## config.mk

```make
export PLATFORM = sky130hd
export DESIGN_NAME = score_keeper
export DESIGN_NICKNAME = d
export VERILOG_FILES = /design/src/rtl/score_keeper_pkg.sv /design/src/rtl/bcd_digit.sv /design/src/rtl/score_keeper.sv
export SDC_FILE = /design/constraint.sdc
export NUM_CORES = 1
export LEC_CHECK = 0
export ABC_AREA = 1
export BUFFER_PORTS_ARGS = -buffer_cell sky130_fd_sc_hd__buf_2
export CAP_MARGIN = 20
export CORE_ASPECT_RATIO = 0.5
export CORE_MARGIN = 5
export CORE_UTILIZATION = 55
export CTS_CLUSTER_SIZE = 25
export DETAILED_ROUTE_END_ITERATION = 16
export GPL_ROUTABILITY_DRIVEN = 0
export PLACE_DENSITY = 0.79
export SLEW_MARGIN = 20
export SYNTH_ARGS = -nofsm -noshare
export SYNTH_HDL_FRONTEND = slang
export SYNTH_HIERARCHICAL = 1
export SYNTH_SLANG_ARGS = --single-unit
```

## constraint.sdc

```tcl
create_clock -name clk -period 2.8 [get_ports clk]
set_clock_uncertainty 0.05 [all_clocks]
set_input_delay 0.56 -clock clk [delete_from_list [all_inputs] [get_ports clk]]
set_output_delay 0.56 -clock clk [all_outputs]
set_load 0.03 [all_outputs]
```

## src/rtl/score_keeper_pkg.sv

```systemverilog
// rtl/score_keeper_pkg.sv - shared game state encoding and score limits
package score_keeper_pkg;

  typedef enum logic [1:0] {
    ST_IDLE = 2'd0,
    ST_PLAY = 2'd1,
    ST_OVER = 2'd2
  } game_state_t;

  localparam int SCORE_W           = 10;
  localparam int MAX_SCORE_DEFAULT = 999;

  // Three BCD digits cannot show more than 999, so larger ceilings are pulled down.
  function automatic logic [SCORE_W-1:0] clamp_max(input int m);
    return (m > 999) ? 10'd999 : SCORE_W'(m);
  endfunction

endpackage

```

## src/rtl/bcd_digit.sv

```systemverilog
// rtl/bcd_digit.sv - one BCD counter digit with increment, clear and carry-out
module bcd_digit (
  input  logic       clk,
  input  logic       clr,
  input  logic       clear,
  input  logic       inc,
  output logic [3:0] digit,
  output logic       carry
);

  assign carry = inc && (digit == 4'd9);

  always_ff @(posedge clk or negedge clr) begin
    if (!clr) begin
      digit <= 4'd0;
    end else if (clear) begin
      digit <= 4'd0;
    end else if (inc) begin
      digit <= carry ? 4'd0 : digit + 4'd1;
    end
  end

endmodule

```

## src/rtl/score_keeper.sv

```systemverilog
// rtl/score_keeper.sv - round FSM, saturating binary/BCD score and best-score tracking
module score_keeper
  import score_keeper_pkg::*;
#(
  parameter int MAX_SCORE = MAX_SCORE_DEFAULT
) (
  input  logic        clk,
  input  logic        clr,
  input  logic        game_start,
  input  logic        game_over,
  input  logic        pipe_pass,
  output logic [9:0]  score,
  output logic [11:0] score_bcd,
  output logic [9:0]  best,
  output logic        new_best,
  output logic        inc_pulse,
  output logic [1:0]  state
);

  localparam logic [SCORE_W-1:0] SCORE_MAX = clamp_max(MAX_SCORE);

  game_state_t        cur;
  logic               pipe_q;
  logic               start;
  logic               finish;
  logic               accept;
  logic [SCORE_W-1:0] score_next;
  logic               units_carry;
  logic               tens_carry;
  logic               unused_carry;

  assign start      = game_start && (cur != ST_PLAY);
  assign finish     = game_over && (cur == ST_PLAY);
  assign accept     = (cur == ST_PLAY) && pipe_pass && !pipe_q && (score != SCORE_MAX);
  // The best comparison sees this value, so a pass on the game_over cycle still counts.
  assign score_next = accept ? score + 10'd1 : score;

  always_ff @(posedge clk or negedge clr) begin
    if (!clr) begin
      cur       <= ST_IDLE;
      pipe_q    <= 1'b0;
      score     <= '0;
      best      <= '0;
      new_best  <= 1'b0;
      inc_pulse <= 1'b0;
    end else begin
      pipe_q    <= pipe_pass;
      inc_pulse <= accept;
      if (start) begin
        cur      <= ST_PLAY;
        score    <= '0;
        new_best <= 1'b0;
      end else begin
        score <= score_next;
        if (finish) begin
          cur <= ST_OVER;
          if (score_next > best) begin
            best     <= score_next;
            new_best <= 1'b1;
          end
        end
      end
    end
  end

  bcd_digit u_units (
    .clk   (clk),
    .clr   (clr),
    .clear (start),
    .inc   (accept),
    .digit (score_bcd[3:0]),
    .carry (units_carry)
  );

  bcd_digit u_tens (
    .clk   (clk),
    .clr   (clr),
    .clear (start),
    .inc   (units_carry),
    .digit (score_bcd[7:4]),
    .carry (tens_carry)
  );

  // Saturation stops the chain at 999, so the hundreds carry never fires.
  bcd_digit u_hundreds (
    .clk   (clk),
    .clr   (clr),
    .clear (start),
    .inc   (tens_carry),
    .digit (score_bcd[11:8]),
    .carry (unused_carry)
  );

  assign state = cur;

endmodule

```

# Yosys cells after proc, flatten, opt, wreduce, memory -nomap -nowiden
# Index checks and enable logic that the tools add are counted.
# W data, S select, Z words.
# classes
n_lt_le_gt_ge,1
div_mod_pow,0
n_mul,0
n_reduce_logical,16
n_mux,16
eq_ne,6
shifts,0
bitwise_logic,1
n_addsub,4
# op_table
cell,count
$mux W4,9
$mux W10,2
$add A4 B1 Y4 const B,3
$eq A4 B4 Y1 const B,3
$add A10 B1 Y10 const B,1
$gt A10 B10 Y1,1
$ne A10 B10 Y1 const B,1
$reduce_bool A2 Y1,5
$logic_and A1 B1 Y1,8
$mux W2,2
$mux W1,3
$reduce_and A3 Y1,1
$eq A2 B1 Y1 const B,1
$ne A2 B1 Y1 const B,1
$reduce_and A2 Y1,1
$logic_not A1 Y1,1
$not A1 Y1,1
# totals
out_inout_bits,36
n_memories,0
mem_bits_ro,0
ramBits,0
input_bits,5
regBits,37
latch_bits,0
wordCells,53

# Longest topological paths before layout
# Gate-level depths: netlist of run 1.
# logic_depth
depth_word,10
ltp_mapped,20
ltp_nobuf,20

# Hierarchy
# The synthesis of run 1 kept the hierarchy.
# modules_own_cells
module,seq_area_each_um2,cells_per_inst,instances,area_each_um2
score_keeper,625.6,211,1,1615.3
bcd_digit,100.1,38,3,274.0

# Worst setup path after synthesis of run 1
# Ideal clock, no wire load.
# synth_path
path_kind,register to register
from,register score[0]
to,register best[8]
period_less_slack_ps,2750
path_buffers,1
setup_time_ps,119
stages_incl_launch_ff,18
setup_slack_ps,50
required_ps,2631
arrival_time_ps,2581
cell_sequence,dfrtp_1 > ha_1 > inv_2 > nor2_2 > nand4_4 > nand2_8 > nand2_1 > nand2_2 > inv_1 > ha_1 > nand2_1 > nor2_1 > nand3_1 > nand3_1 > nand2_4 > buf_6 > nand2_1 > o21ai_2
# synth_via
elab_chain_cells,5
elab_cells_between_ends,6
cone_classes,add/sub (1); order compare (1); eq/ne (1); mux (1); reduce/logical (2)
# synth_lines
element,line_no,rtl
start: declaration,score_keeper.sv:12,"output logic [9:0] score,"
start signal: assignment,score_keeper.sv:54,score <= score_next;
branches (longest 2 deep; another with $add A10 B1 Y10),n/a,
$mux W10 *,score_keeper.sv:36,assign score_next = accept ? score + 10'd1 : score;
named net score_next[9],score_keeper.sv:27,logic [SCORE_W-1:0] score_next;
$gt A10 B10 Y1 *,score_keeper.sv:57,if (score_next > best) begin
$reduce_and A3 Y1 (no source line) *,n/a,
end signal: assignment,score_keeper.sv:58,best <= score_next;
end: declaration,score_keeper.sv:14,"output logic [9:0] best,"
# Mark *: on every way through the listed nets, which the timed path passes.
# A chain may end at the register's enable or synchronous reset.

# Final worst setup path of run 1
# layout_path
from,register score[1]
to,register best[8]
# Same word-level chain as after synthesis.

==> flow_metrics.py, run 1 <==
metrics = {
    "floorplanning": {
        "die_w_um": 104,
        "row_count": 17,
        "die-area_um2": 5940,
        "initial_core_util_pct": 56.2,
        "io_pins": 41,
        "core_um2": 4340,
        "die_h_um": 57.1,
    },
    "setup_path": {
        "startpoint": "score[1]",
        "path_max_fanout": 12,
        "crit_type": "reg2reg",
        "cp_data_required_time_ns": 2.93,
        "arrival_ns": 2.81,
        "worstReg2RegStart": "score[1]",
        "endpoint_kind": "register",
        "start_kind": "register",
    },
    "sta": {
        "max-slew-margin-rel_pct": 45.6,
        "min_period_ns": 2.68,
        "setup_viol": 0,
        "tightest_slew_ns": 0.815,
        "final-hold-violation-count": 0,
        "worst_slack_ns": 0.119,
        "timing.fmax_mhz": 373,
        "final.period_utilization_pct": 95.8,
        "maxSlewViolCount": 0,
    },
    "power_and_ir_drop": {
        "p_leak_nw": 1.64,
        "power_density_nw_per_um2": 915,
        "peakVddDrop_uv": 403,
    },
    "final_layout": {
        "drive_above_1_share_pct": 26.6,
        "final_util_pct": 67.4,
        "area_growth_pct": 19.9,
        "fin_cells": 440,
        "num-nets-final": 404,
        "num_antenna_cells": 0,
    },
    "place": {
        "dp_cells": 423,
        "io_buffer_count": 40,
        "place_hpwl_um": 3970,
        "dp_slack_ns": 0.0333,
    },
    "cts": {
        "cts.htree.levels": 2,
        "clock_latency_ns": 0.29,
        "cts-root-buf": "clkbuf_8",
        "cts_hold_buf": 0,
        "cts_buffers": 5,
        "clkTransAtPathRegs_ns": 0.07,
        "cts_tree": "built",
        "clock_path_buffers": 2,
        "clkSinkCount": 37,
    },
    "global_routing": {
        "grt_pass1_vias": 1975,
        "grt_max_degree": 38,
        "overflow": 0,
        "grt_pass1_wl_um": 8820,
        "antenna_found_initial": 0,
        "track_usage_pct": 18.1,
    },
    "logic_synthesis": {
        "synth_seq_cells": 37,
        "syn_inst": 325,
        "synth_nets": 347,
        "netlist_area_um2": 2440,
        "yosysWarnings": 6,
        "syn_avg_cell_area_um2": 7.50,
        "ys_seq_area_share_pct": 38.0,
        "synth_cell_types": 30,
    },
    "drt": {
        "antenna_left": 0,
        "vias_per_cell": 4.91,
        "post_drt_wl_per_cell_um": 12.1,
        "firstDrtPassIters": 4,
        "vias": 2160,
        "drt_iter0_markers": 83,
        "drc_errors": 0,
        "totalWireLength_um": 5310,
    },
    "min_path": {
        "hp-class": "in2async",
    },
    "run": {
        "maxCapViolCount": 0,
    },
    "status": {
        "outcome": "completed",
    },
}
[placed cells by master, fill, tap and decap left out, types with 2 or more instances in the layout]
cell      count
nand2_2      14
nand2_4       2
buf_4        11
nand3_1      14
a21oi_1       5
o21ai_0       9
inv_1        60
clkbuf_8      5
ha_1         16
nand4_1       9
o21ai_2       3
dfrtp_1      37
nor2_4        6
buf_2        40
inv_2         3
nand2_1     101
nor2_2        7
o21ai_1       4
nor2_1       20
[stage by stage]
stage | hold slack, ns | area, µm² | TNS, ns | power, mW
final | 0.309 | 2920 | 0 | 2.67
after floorplan | 0.214 | 2440 | 0 | 1.75
after detailed placement | 0.450 | 2720 | 0 | 2.09
after global placement | 0.435 | 2720 | 0 | 2.05
after CTS | 0.344 | 2830 | 0 | 2.57
after global routing | 0.339 | 2920 | -0.319 | 2.89
[sequential cells by signal, summed over array words and instances, names as in the netlist]
name,flops
best,10
score,10
u_hundreds/digit,4
u_tens/digit,4
u_units/digit,4
state,2
inc_pulse,1
new_best,1
pipe_q,1
[cells by family after synthesis]
kind of cell,synth area share (%)
simple gates,35.9
buf+inv,10.9
flops,38.0
compound gates,5.75
fa+ha+maj,8.73
xor+xnor,0.719
[power breakdown]
group	leakage (nW)	internal, mW	switching (mW)
logic	1.08	0.493	0.921
clock network	0.0554	0.267	0.193
registers	0.498	0.660	0.140
[metal layers]
layer,part of all wire (%),GRT usage [%],vias up,wire length (µm)
li1,-,-,1110,-
met1,47,23.7,1006,2470
met3,3.4,3.95,6,180
met4,0.85,5.72,0,45
met2,49,30.5,38,2610
met5,0,0,-,0
[cells in the mapped netlist, drive strengths merged]
| master | instances | share of area (%) |
|---|---|---|
| a21o | 1 | 0.31 |
| a21oi | 6 | 1.4 |
| buf | 1 | 0.46 |
| clkbuf | 1 | 0.15 |
| clkinv | 1 | 0.21 |
| dfrtp | 37 | 38 |
| ha | 17 | 8.7 |
| inv | 64 | 10 |
| nand2 | 118 | 21 |
| nand3 | 14 | 2.9 |
| nand4 | 10 | 3.2 |
| nor2 | 34 | 8.4 |
| nor3 | 2 | 0.62 |
| o21ai | 16 | 3.7 |
| o21bai | 1 | 0.31 |
| xnor2 | 1 | 0.36 |
| xor2 | 1 | 0.36 |
[worst max-delay path: stages, from the launching register on]
cell,delay [ns]
dfrtp_1,0.44
ha_4,0.18
inv_2,0.03
nor2_2,0.13
nand4_4,0.21
nand2_8,0.16
nand2_1,0.08
nand2_2,0.10
inv_1,0.05
ha_1,0.30
nand2_1,0.10
nor2_2,0.13
nand3_1,0.09
nand3_1,0.13
nand2_4,0.12
buf_12,0.15
nand2_1,0.07
o21ai_2,0.06
[layout make-up]
cell class	count	area [µm²]
tap	57	71.3
clock buffer	6	72.6
timing repair buffer	52	303
clock inverter	2	38.8
multi-input combinational	221	1260
inverter	65	250
fill	375	1420
sequential	37	926
[worst paths after layout]
kind	to	slack [ns]	cells after the start
worst min-delay path	u_units/digit[0]	0.31	1
worst min register to register	best[6]	0.47	2
worst max-delay path	best[8]	0.12	17
min in group clk	pipe_q	0.35	1
max in group asynchronous	best[4]	1.88	1
worst max register to register	best[8]	0.12	17
[timing repair]
| item | 4_1_cts | 5_1_grt |
|---|---|---|
| endpoints found under the setup margin | 1 | 11 |
| gates cloned | 0 | 0 |
| endpoints found under the hold margin | 0 | 0 |
| buffers inserted | 0 | 9 |
| pin swaps | 1 | 4 |
| resized for setup | 0 | 3 |
No activity file was read; power rests on OpenSTA's default activity.
==> run 2: changes to the inputs <==
Settings changed: RECOVER_POWER from default to 100.
==> run 2 against run 1 <==
Compared with the run above:
- the flow now finishes with violations (max-capacitance violations, max-slew violations)
- die area stayed put
- largest cell class unchanged
- total power is essentially flat
- first-iteration DRC count is 9.6% higher
- combinational power about the same
- routed wire length grew 0.34%
- final cell count stayed put
- global-route usage is the same
- sequential share of layout area hardly changed
- critical endpoint unchanged
- non-clock buffer count did not move
- critical path depth did not move
- count of clock-buffer cells in the layout did not move
==> flow_metrics.py, run 2 (synthesis gave the netlist of run 1 again) <==
metrics = {
    "final_layout": {
        "multi_input_area_um2": 1260,
        "final_common_cell": "nand2_1",
        "fillers": 377,
        "num-nets-final": 404,
        "drive_above_1_share_pct": 26.1,
        "largestRegisters": "best: 10 flops, score: 10 flops",
        "fin_cells": 440,
        "final_cell_mix": "nand2_1, inv_1, buf_2, dfrtp_1, nor2_1",
        "seqCellArea_um2": 926,
        "area_growth_pct": 19.8,
        "num_antenna_cells": 0,
    },
    "cts": {
        "cts_tree": "built",
        "clkTransAtPathRegs_ns": 0.07,
        "clock_latency_ns": 0.29,
        "clkSinkCount": 37,
        "cts_buffers": 5,
        "clock_path_buffers": 2,
        "cts-root-buf": "clkbuf_8",
        "cts_hold_buf": 0,
        "cts.htree.levels": 2,
    },
    "setup_path": {
        "cp.depth": 17,
        "crit_type": "reg2reg",
        "cp_top_family": "simple AND/OR/NAND/NOR gates",
        "cp_data_required_time_ns": 2.93,
        "worst-path-buf-inv": 3,
        "startpoint": "score[1]",
        "timing.rr.end": "best[8]",
        "arrival_ns": 2.81,
        "worstReg2RegStart": "score[1]",
        "max_stage_delay_ns": 0.44,
        "worst_path_max_delay_cell": "dfrtp_1",
        "crit_path_cell_trace": "ha_4 > inv_2 > nor2_2 > nand4_4 > nand2_8 > nand2_1 > nand2_2 > inv_1 > ha_1 > nand2_1 > nor2_2 > nand3_1 > nand3_1 > nand2_4 > buf_12 > nand2_1 > o21ai_2",
        "path_max_fanout": 12,
        "cpMostUsedCell": "nand2_1",
        "worstSetupEndpoint": "best[8]",
        "reg2reg_slack_ns": 0.12,
        "start_kind": "register",
        "endpoint_kind": "register",
        "worstRegToRegCells": 17,
    },
    "sta": {
        "min_period_ns": 2.68,
        "maxSlewViolCount": 38,
        "final.period_utilization_pct": 95.7,
        "setup_viol": 0,
        "max-slew-margin-rel_pct": -30.3,
        "timing.fmax_mhz": 373,
        "final-hold-violation-count": 0,
        "tightest_slew_ns": 1.96,
        "timing.setup.tns_ns": 0,
    },
    "drt": {
        "drc_errors": 0,
        "totalWireLength_um": 5330,
        "vias": 2162,
        "firstDrtPassIters": 4,
        "drt_iter0_markers": 91,
        "post_drt_wl_per_cell_um": 12.1,
        "vias_per_cell": 4.91,
        "antenna_left": 0,
    },
    "global_routing": {
        "grt_pass1_wl_um": 8820,
        "grt_max_degree": 38,
        "grt_busiest_layer": "met2",
        "overflow": 0,
        "antenna_found_initial": 0,
        "use_met1_pct": 23.7,
        "grt_pass1_vias": 1975,
        "grt_util_met2_pct": 30.5,
        "track_usage_pct": 18.1,
        "gr-usage-met3_pct": 3.95,
    },
    "power_and_ir_drop": {
        "peakVddDrop_uv": 403,
        "p_leak_nw": 1.63,
        "power_density_nw_per_um2": 915,
    },
    "run": {
        "maxCapViolCount": 1,
    },
    "floorplanning": {
        "die_h_um": 57.1,
        "core_um2": 4340,
        "row_count": 17,
        "initial_core_util_pct": 56.2,
        "die_w_um": 104,
        "die-area_um2": 5940,
        "io_pins": 41,
    },
    "place": {
        "io_buffer_count": 40,
        "place_hpwl_um": 3970,
        "dp_cells": 423,
    },
    "status": {
        "outcome": "complete, but fails checks",
        "violations": "max-capacitance violations, max-slew violations",
    },
    "min_path": {
        "hp-class": "in2reg",
    },
}
run 2: worst reg2reg max path: cells and delay by family, from the launching register on:
| kind | cells | cell delay (ns) |
|---|---|---|
| DFF | 1 | 0.44 |
| AOI/OAI and AO/OA | 1 | 0.06 |
| adders and majority gates | 2 | 0.48 |
| and+or+nand+nor | 11 | 1.32 |
| buffers and inverters | 3 | 0.23 |
run 2: routing by layer:
layer  routed length [µm]  vias to the layer above
li1                     -                     1107
met1                 2480                     1008
met2                 2610                       42
met3                  178                        5
met4                   51                        0
met5                    0                        -
run 2: worst min path at each step:
stage                    from       end  cells past startpoint
global route        pipe_pass    pipe_q                      1
global placement      best[7]   best[7]                      2
floorplan                 clr   best[0]                      0
finish              pipe_pass    pipe_q                      1
detailed placement   state[0]  state[0]                      2
CTS                 pipe_pass    pipe_q                      1
run 2: timing repair:
action | in CTS | in global routing
buffers inserted | 0 | 9
endpoints found under the setup margin | 1 | 11
pin swaps | 1 | 4
gates resized for setup | 0 | 3
gates cloned | 0 | 0
endpoints found under the hold margin | 0 | 0
run 2: final cells by class:
cell class / count / area share [%]
clock buffers: 6 / 2.49
clock inverters: 2 / 1.33
inverters: 65 / 8.57
multi-input cells: 221 / 43.2
flip-flops and latches: 37 / 31.7
well taps: 57 / 2.44
repair buffers: 52 / 10.3
run 2: power breakdown:
group / switching, mW / total, mW / leakage (nW) / internal [mW]
Combinational: 0.920 / 1.41 / 1.08 / 0.493
Clock: 0.193 / 0.460 / 0.0554 / 0.267
Sequential: 0.139 / 0.799 / 0.498 / 0.660
Total: 1.25 / 2.67 / 1.63 / 1.42
run 2: stage by stage:
step	instance area (µm²)	power, mW	util [%]	hold slack [ns]	worst slack [ns]
2_1_floorplan	2440	1.75	-	0.214	0.0503
3_3_place_gp	2720	2.05	62.6	0.435	0.135
3_5_place_dp	2720	2.09	62.6	0.450	0.0333
4_1_cts	2830	2.57	65.2	0.344	0.0138
5_1_grt	2920	2.89	67.3	0.342	-0.0507
6_report	2920	2.67	67.3	0.357	0.122
